### src/rtl/pgm_mem_pkg.sv
// Shared types and default widths for the PGM SDRAM arbiter.
// Optional macro PGM_ARB_RR_EN selects round-robin cpu/snd arbitration.
package pgm_mem_pkg;

    localparam int DEF_ADDR_W = 25;
    localparam int DEF_DATA_W = 16;

    // OWN_NONE is the cleared value; the one-hot ack outputs index from OWN_LD upward.
    typedef enum logic [1:0] {
        OWN_NONE = 2'd0,
        OWN_LD   = 2'd1,
        OWN_CPU  = 2'd2,
        OWN_SND  = 2'd3
    } owner_t;

    typedef enum logic [1:0] {
        IDLE  = 2'd0,
        ISSUE = 2'd1,
        WAIT  = 2'd2,
        ACK   = 2'd3
    } arb_state_t;

endpackage

### src/rtl/pgm_arb_pick.sv
// Winner select for the PGM SDRAM arbiter plus its fairness state.
// Default: fixed priority ld > cpu > snd with a starvation counter that forces
// snd to win after STARVE_MAX cpu grants. With PGM_ARB_RR_EN defined, cpu and
// snd alternate on ties using a last-winner bit; ld always wins in both modes.
module pgm_arb_pick
    import pgm_mem_pkg::*;
#(
    parameter int STARVE_MAX = 8
) (
    input  logic   clk,
    input  logic   srst,
    input  logic   in_idle,
    input  logic   mem_busy,
    input  logic   ioctl_download,
    input  logic   ld_req,
    input  logic   cpu_req,
    input  logic   snd_req,
    output logic   grant,
    output owner_t win_owner
);

    logic win_valid;
    logic snd_pref;
    logic cpu_ok;
    logic snd_ok;

    assign cpu_ok = cpu_req & ~ioctl_download;
    assign snd_ok = snd_req & ~ioctl_download;
    assign grant  = in_idle & ~mem_busy & win_valid;

`ifdef PGM_ARB_RR_EN
    // Set when cpu won the last contested-or-not grant; snd is preferred next.
    logic last_cpu_reg;
    logic last_cpu_next;

    assign snd_pref = last_cpu_reg;

    // Track the most recent cpu/snd winner.
    always_comb begin
        last_cpu_next = last_cpu_reg;
        if (grant && win_owner == OWN_CPU) begin
            last_cpu_next = 1'b1;
        end else if (grant && win_owner == OWN_SND) begin
            last_cpu_next = 1'b0;
        end
    end

    // Last-winner register.
    always_ff @(posedge clk) begin
        if (srst) begin
            last_cpu_reg <= 1'b0;
        end else begin
            last_cpu_reg <= last_cpu_next;
        end
    end
`else
    localparam int              CNT_W   = $clog2(STARVE_MAX + 1);
    localparam logic [CNT_W-1:0] CNT_MAX = CNT_W'(STARVE_MAX);

    logic [CNT_W-1:0] starve_cnt_reg;
    logic [CNT_W-1:0] starve_cnt_next;

    assign snd_pref = (starve_cnt_reg == CNT_MAX);

    // Count cpu grants taken while snd waits; only meaningful in IDLE.
    always_comb begin
        starve_cnt_next = starve_cnt_reg;
        if (in_idle) begin
            if (grant && win_owner == OWN_SND) begin
                starve_cnt_next = '0;
            end else if (!snd_req) begin
                starve_cnt_next = '0;
            end else if (grant && win_owner == OWN_CPU && starve_cnt_reg != CNT_MAX) begin
                starve_cnt_next = starve_cnt_reg + 1'b1;
            end
        end
    end

    // Starvation counter register.
    always_ff @(posedge clk) begin
        if (srst) begin
            starve_cnt_reg <= '0;
        end else begin
            starve_cnt_reg <= starve_cnt_next;
        end
    end
`endif

    // Priority select: loader first, then cpu/snd according to snd_pref on a tie.
    always_comb begin
        win_valid = 1'b0;
        win_owner = OWN_NONE;
        if (ld_req) begin
            win_valid = 1'b1;
            win_owner = OWN_LD;
        end else if (cpu_ok && snd_ok) begin
            win_valid = 1'b1;
            win_owner = snd_pref ? OWN_SND : OWN_CPU;
        end else if (cpu_ok) begin
            win_valid = 1'b1;
            win_owner = OWN_CPU;
        end else if (snd_ok) begin
            win_valid = 1'b1;
            win_owner = OWN_SND;
        end
    end

endmodule

### src/rtl/pgm_sdram_arb.sv
// Shares one SDRAM controller port between the ROM loader, the 68k and the
// sound engine. One transaction in flight; command fields are latched at grant
// and held until completion, read data is held per requester after its ack.
// Optional macro PGM_ARB_RR_EN (see pgm_arb_pick) selects round-robin cpu/snd.
module pgm_sdram_arb
    import pgm_mem_pkg::*;
#(
    parameter int ADDR_W     = DEF_ADDR_W,
    parameter int DATA_W     = DEF_DATA_W,
    parameter int STARVE_MAX = 8
) (
    input  logic              clk_sys,
    input  logic              reset,
    input  logic              ioctl_download,
    input  logic              ld_req,
    input  logic [ADDR_W-1:0] ld_addr,
    input  logic [DATA_W-1:0] ld_wdata,
    output logic              ld_ack,
    input  logic              cpu_req,
    input  logic [ADDR_W-1:0] cpu_addr,
    output logic [DATA_W-1:0] cpu_rdata,
    output logic              cpu_ack,
    input  logic              snd_req,
    input  logic [ADDR_W-1:0] snd_addr,
    output logic [DATA_W-1:0] snd_rdata,
    output logic              snd_ack,
    output logic              mem_req,
    output logic              mem_we,
    output logic [ADDR_W-1:0] mem_addr,
    output logic [DATA_W-1:0] mem_wdata,
    input  logic              mem_busy,
    input  logic              mem_done,
    input  logic [DATA_W-1:0] mem_rdata
);

    arb_state_t        state_reg;
    arb_state_t        state_next;
    owner_t            owner_reg;
    owner_t            win_owner;
    logic              grant;
    logic [ADDR_W-1:0] addr_reg;
    logic [DATA_W-1:0] wdata_reg;
    logic              we_reg;
    logic [DATA_W-1:0] cpu_rdata_reg;
    logic [DATA_W-1:0] snd_rdata_reg;
    logic [2:0]        ack_vec;

    pgm_arb_pick #(
        .STARVE_MAX (STARVE_MAX)
    ) u_pick (
        .clk            (clk_sys),
        .srst           (reset),
        .in_idle        (state_reg == IDLE),
        .mem_busy       (mem_busy),
        .ioctl_download (ioctl_download),
        .ld_req         (ld_req),
        .cpu_req        (cpu_req),
        .snd_req        (snd_req),
        .grant          (grant),
        .win_owner      (win_owner)
    );

    // State register.
    always_ff @(posedge clk_sys) begin
        if (reset) begin
            state_reg <= IDLE;
        end else begin
            state_reg <= state_next;
        end
    end

    // Next state: grant -> one-cycle strobe -> wait for done -> one-cycle ack.
    always_comb begin
        state_next = state_reg;
        unique case (state_reg)
            IDLE:    if (grant) state_next = ISSUE;
            ISSUE:   state_next = WAIT;
            WAIT:    if (mem_done) state_next = ACK;
            ACK:     state_next = IDLE;
            default: state_next = IDLE;
        endcase
    end

    // Latch command fields at grant and capture read data on completion.
    always_ff @(posedge clk_sys) begin
        if (reset) begin
            owner_reg     <= OWN_NONE;
            addr_reg      <= '0;
            wdata_reg     <= '0;
            we_reg        <= 1'b0;
            cpu_rdata_reg <= '0;
            snd_rdata_reg <= '0;
        end else begin
            if (state_reg == IDLE && grant) begin
                owner_reg <= win_owner;
                case (win_owner)
                    OWN_LD: begin
                        addr_reg  <= ld_addr;
                        wdata_reg <= ld_wdata;
                        we_reg    <= 1'b1;
                    end
                    OWN_CPU: begin
                        addr_reg  <= cpu_addr;
                        wdata_reg <= '0;
                        we_reg    <= 1'b0;
                    end
                    OWN_SND: begin
                        addr_reg  <= snd_addr;
                        wdata_reg <= '0;
                        we_reg    <= 1'b0;
                    end
                    default: ;
                endcase
            end
            if (state_reg == WAIT && mem_done) begin
                if (owner_reg == OWN_CPU) cpu_rdata_reg <= mem_rdata;
                if (owner_reg == OWN_SND) snd_rdata_reg <= mem_rdata;
            end
        end
    end

    // One ack line per owner, only the latched owner fires in ACK.
    genvar gi;
    generate
        for (gi = 0; gi < 3; gi++) begin : g_ack
            assign ack_vec[gi] = (state_reg == ACK) && (owner_reg == owner_t'(gi + 1));
        end
    endgenerate

    assign ld_ack    = ack_vec[0];
    assign cpu_ack   = ack_vec[1];
    assign snd_ack   = ack_vec[2];
    assign mem_req   = (state_reg == ISSUE);
    assign mem_we    = we_reg;
    assign mem_addr  = addr_reg;
    assign mem_wdata = wdata_reg;
    assign cpu_rdata = cpu_rdata_reg;
    assign snd_rdata = snd_rdata_reg;

endmodule

### config.mk
export PLATFORM = sky130hd
export DESIGN_NAME = pgm_sdram_arb
export DESIGN_NICKNAME = d
export VERILOG_FILES = /design/src/rtl/pgm_mem_pkg.sv /design/src/rtl/pgm_arb_pick.sv /design/src/rtl/pgm_sdram_arb.sv
export SDC_FILE = /design/constraint.sdc
export NUM_CORES = 1
export LEC_CHECK = 0
export CAP_MARGIN = 20
export CORE_AREA = 3 3 103 105
export CTS_CLUSTER_SIZE = 14
export DETAILED_ROUTE_END_ITERATION = 8
export DIE_AREA = 0 0 106 108
export PLACE_DENSITY = 0.85
export RECOVER_POWER = 50
export SYNTH_ARGS = -nofsm -noshare
export SYNTH_HDL_FRONTEND = slang
export SYNTH_SLANG_ARGS = --single-unit
### constraint.sdc
create_clock -name clk_sys -period 1.9 [get_ports clk_sys]
set_input_delay 0.285 -clock clk_sys [delete_from_list [all_inputs] [get_ports clk_sys]]
set_output_delay 0.285 -clock clk_sys [all_outputs]
set_load 0.02 [all_outputs]
==> impl_summary.log <==
INFO  metric drc = 0
INFO  metric h-tree-depth = 3
INFO  metric layout_commonest_cell = sky130_fd_sc_hd__clkdlybuf4s50_1
INFO  metric synth_nets = 520
INFO  metric postCtsHoldBufs = 0
INFO  metric drt_pass1_iterations = 5
INFO  metric avgSynthCellArea = ~8.5 um2
INFO  metric antenna_found_initial = 0
INFO  metric first_pass_grt_wire_length = between 15000 and 20000 um
INFO  metric hold_viol = 0
INFO  metric hold_path_class = input port to register
INFO  metric worst_setup_path_end_kind = register
INFO  metric routed_via_density = between 5 and 6
INFO  metric outcome = complete, no violations
INFO  metric rows = 36
INFO  metric synth.top_cell.area_share = 0.483
INFO  metric clk_root_buffer_cell = sky130_fd_sc_hd__clkbuf_8
INFO  metric grt_usage = 0.211
INFO  metric dominantRegCellSynth = sky130_fd_sc_hd__dfxtp_1
INFO  metric syn_area = between 3000 and 4000 um2
INFO  metric power.share.sequential = 0.394
INFO  metric initial_cell_density_of_the_core = 0.349
INFO  metric setup.worst_path.class = register to register
INFO  metric fp.dieW = between 100 and 150 um
INFO  metric grt_start_max_net_pins = about 80
INFO  metric via_count = around 3800
INFO  metric maxCapViolCount = 0
INFO  metric leakagePower = 0.00209 uW
INFO  metric wl = 12300 um
INFO  metric seq_area_frac_synth = 0.483
INFO  metric final_util = 0.604
INFO  metric clock_tree.buffer_depth = 2
INFO  metric async_reset_ff_frac = 0
INFO  metric number_of_inserted_diodes = 0
INFO  metric grt_setup_unrepaired = true
INFO  metric drt_first_iter_violations = ~300
INFO  metric clk-insertion-delay-late = about 0.34 ns
INFO  metric globalplace.congestion = roughly 0.8
INFO  metric floorplan.core_area = 9730 um2
INFO  metric power_density = 876 nW/um2
INFO  metric fmaxAchievable = between 500 and 600 MHz
INFO  metric place.detailed.hpwl = between 9000 and 10000 um
INFO  metric worstSetupStartpointType = register
INFO  metric yosys_warnings = 0
INFO  metric share_of_total_power_in_the_clock_network = 0.244
INFO  metric period_minus_slack = 1.85 ns
INFO  metric worst-path-max-fanout = 5
INFO  metric final_antenna_net_count = 0
INFO  metric mostFrequentLayoutCells = sky130_fd_sc_hd__clkdlybuf4s50_1 (187), sky130_fd_sc_hd__nand2_1 (84), sky130_fd_sc_hd__dfxtp_1 (80)
INFO  metric max-slew-margin-rel = 0.753
INFO  metric comb_power_share = 0.362
INFO  metric pre_cts_worst_setup_slack = -0.170 ns
INFO  metric first_global_vias = about 3800
INFO  metric internal_power = ~3500 uW
INFO  metric finClkSkew = about 0.011 ns
INFO  metric fp.dieH = 108 um
INFO  metric number_of_synthesized_flops_with_an_enable_pin = 0
INFO  metric worst_pin_slew = approximately 0.37 ns
INFO  metric cts_tree = yes
INFO  metric boundaryPins = 193
INFO  metric io_buffers = about 190
INFO  metric irDropWorstVdd = between 0.4 and 0.5 mV
INFO  metric synthToLayoutAreaGrowth = 73.0%
INFO  metric switchingPower = about 1600 uW
INFO  metric timing.final.max_slew_violations = 0
INFO  metric yosys.area.top_type = sky130_fd_sc_hd__dfxtp_1
INFO  metric final_critical_path_setup_slack = between 0.05 and 0.06 ns
INFO  metric cts_made_buffers = 9
INFO  metric final_nets = ~720
INFO  metric timing.critical_path.arrival = 2.11 ns
INFO  metric drt-wirelength-per-cell = about 17 um
INFO  metric die_area = 11400 um2
INFO  metric drive_above_1_share = 0.0965
INFO  metric clock_sink_count = roughly 80
INFO  metric flip_flop_count_of_the_largest_register_after_layout = 25
INFO  metric swShare = 0.318
INFO  metric yosysUniqueCellTypes = 39
INFO  metric critPathRequiredTime = about 2.2 ns
INFO  metric synth_seq_cells = between 80 and 90
INFO  metric setup_violations = 0
INFO  metric grt.overflow.total = 0
INFO  metric postSynthCellCount = 398
INFO  metric path_clk_slew = 0.09 ns
INFO  metric netlist_top_cells_area = sky130_fd_sc_hd__dfxtp_1 (48%), sky130_fd_sc_hd__nand2_1 (9.3%), sky130_fd_sc_hd__a21oi_1 (6.8%)
INFO  metric final_min_period_over_clock_period = 0.972
==> cell usage after synthesis, types with 2 or more instances <==
cell type	n
sky130_fd_sc_hd__buf_2	8
sky130_fd_sc_hd__buf_1	3
sky130_fd_sc_hd__a222oi_1	10
sky130_fd_sc_hd__nor2b_1	2
sky130_fd_sc_hd__ha_1	7
sky130_fd_sc_hd__inv_1	8
sky130_fd_sc_hd__a22oi_1	16
sky130_fd_sc_hd__dfxtp_1	82
sky130_fd_sc_hd__nand2b_1	2
sky130_fd_sc_hd__and3_1	2
sky130_fd_sc_hd__a221oi_1	15
sky130_fd_sc_hd__nor3_1	3
sky130_fd_sc_hd__a211oi_1	16
sky130_fd_sc_hd__a21oi_1	46
sky130_fd_sc_hd__nand3_1	12
sky130_fd_sc_hd__o211a_1	2
sky130_fd_sc_hd__clkbuf_1	18
sky130_fd_sc_hd__nor2_1	40
sky130_fd_sc_hd__nand2_1	84
sky130_fd_sc_hd__o21a_1	2
sky130_fd_sc_hd__nand4_1	2
==> critical path, cell delays in order (launching register included) <==
cell and delay (ns):
sky130_fd_sc_hd__dfxtp_2 0.34, sky130_fd_sc_hd__inv_2 0.08, sky130_fd_sc_hd__ha_4 0.14, sky130_fd_sc_hd__or4b_4 0.49, sky130_fd_sc_hd__a211oi_4 0.32, sky130_fd_sc_hd__clkbuf_16 0.22
sky130_fd_sc_hd__a222oi_1 0.06, sky130_fd_sc_hd__a21oi_1 0.13
==> metal layers <==
metal,vias up,part of all wire,track usage,routed length (um)
li1,1813,-,-,-
met4,0,0.023,0.0759,289
met3,23,0.065,0.0555,806
met2,167,0.52,0.382,6370
met1,1786,0.39,0.239,4840
met5,-,0,0,0
==> final cells by class <==
cell class                      count  area [um2]
Inverter                            8        32.5
Clock buffer                       10         138
Tap cell                          133         166
Fill cell                         867        3850
Sequential cell                    82        1640
Multi-Input combinational cell    278        1630
Timing Repair Buffer              218        2220
Clock inverter                      5        55.1
==> kinds of logic (layout without fill, tap and decap cells) <==
family | count (synthesis) | count (layout) | share of synthesized area
AND/OR/NAND/NOR | 153 | 153 | 0.191
AO/OA/AOI/OAI | 117 | 117 | 0.251
flip-flops | 82 | 82 | 0.483
buffers and inverters | 38 | 241 | 0.0460
multiplexers | 1 | 1 | 0.00295
adder cells (fa/ha/maj) | 7 | 7 | 0.0258
==> power groups by stage <==
stage,logic [uW],clock network [uW],registers (uW)
floorplan,696,0,2240
global placement,1750,0,2050
detailed placement,1800,0,2060
CTS,1810,1290,2020
global route,2010,1350,2050
finish,1860,1250,2030
==> through the flow <==
stage / total power (uW) / cell area, um2 / hold WS [ns] / TNS (ns) / std cells
floorplan: 2930 / 3400 / 0.421 / 0 / 398
global placement: 3790 / 5620 / 0.442 / -1.22 / 717
detailed placement: 3850 / 5620 / 0.446 / -3.68 / 717
CTS: 5110 / 5810 / 0.323 / 0 / 732
global route: 5420 / 5880 / 0.316 / -0.0438 / 734
finish: 5150 / 5880 / 0.338 / 0 / 734
==> path summary, 6_finish.rpt <==
path | from | end | slack (ns) | depth (start not counted)
worst max-delay path | state_reg[1]$_SDFFE_PP0P_ | mem_addr[11]$_SDFFE_PP0P_ | 0.05 | 7
worst min-delay path | reset | state_reg[0]$_SDFFE_PP0P_ | 0.34 | 3
worst max register to register | state_reg[1]$_SDFFE_PP0P_ | mem_addr[11]$_SDFFE_PP0P_ | 0.05 | 7
worst min register to register | cpu_rdata[8]$_SDFFE_PP0P_ | cpu_rdata[8]$_SDFFE_PP0P_ | 0.46 | 2
==> repair_timing <==
item	4_1_cts	5_1_grt
gates cloned	0	1
setup buffers	0	1
resized for setup	3	12
pin swaps	0	8
endpoints found under the setup margin	3	41
Power figures use the tool's default switching activity.
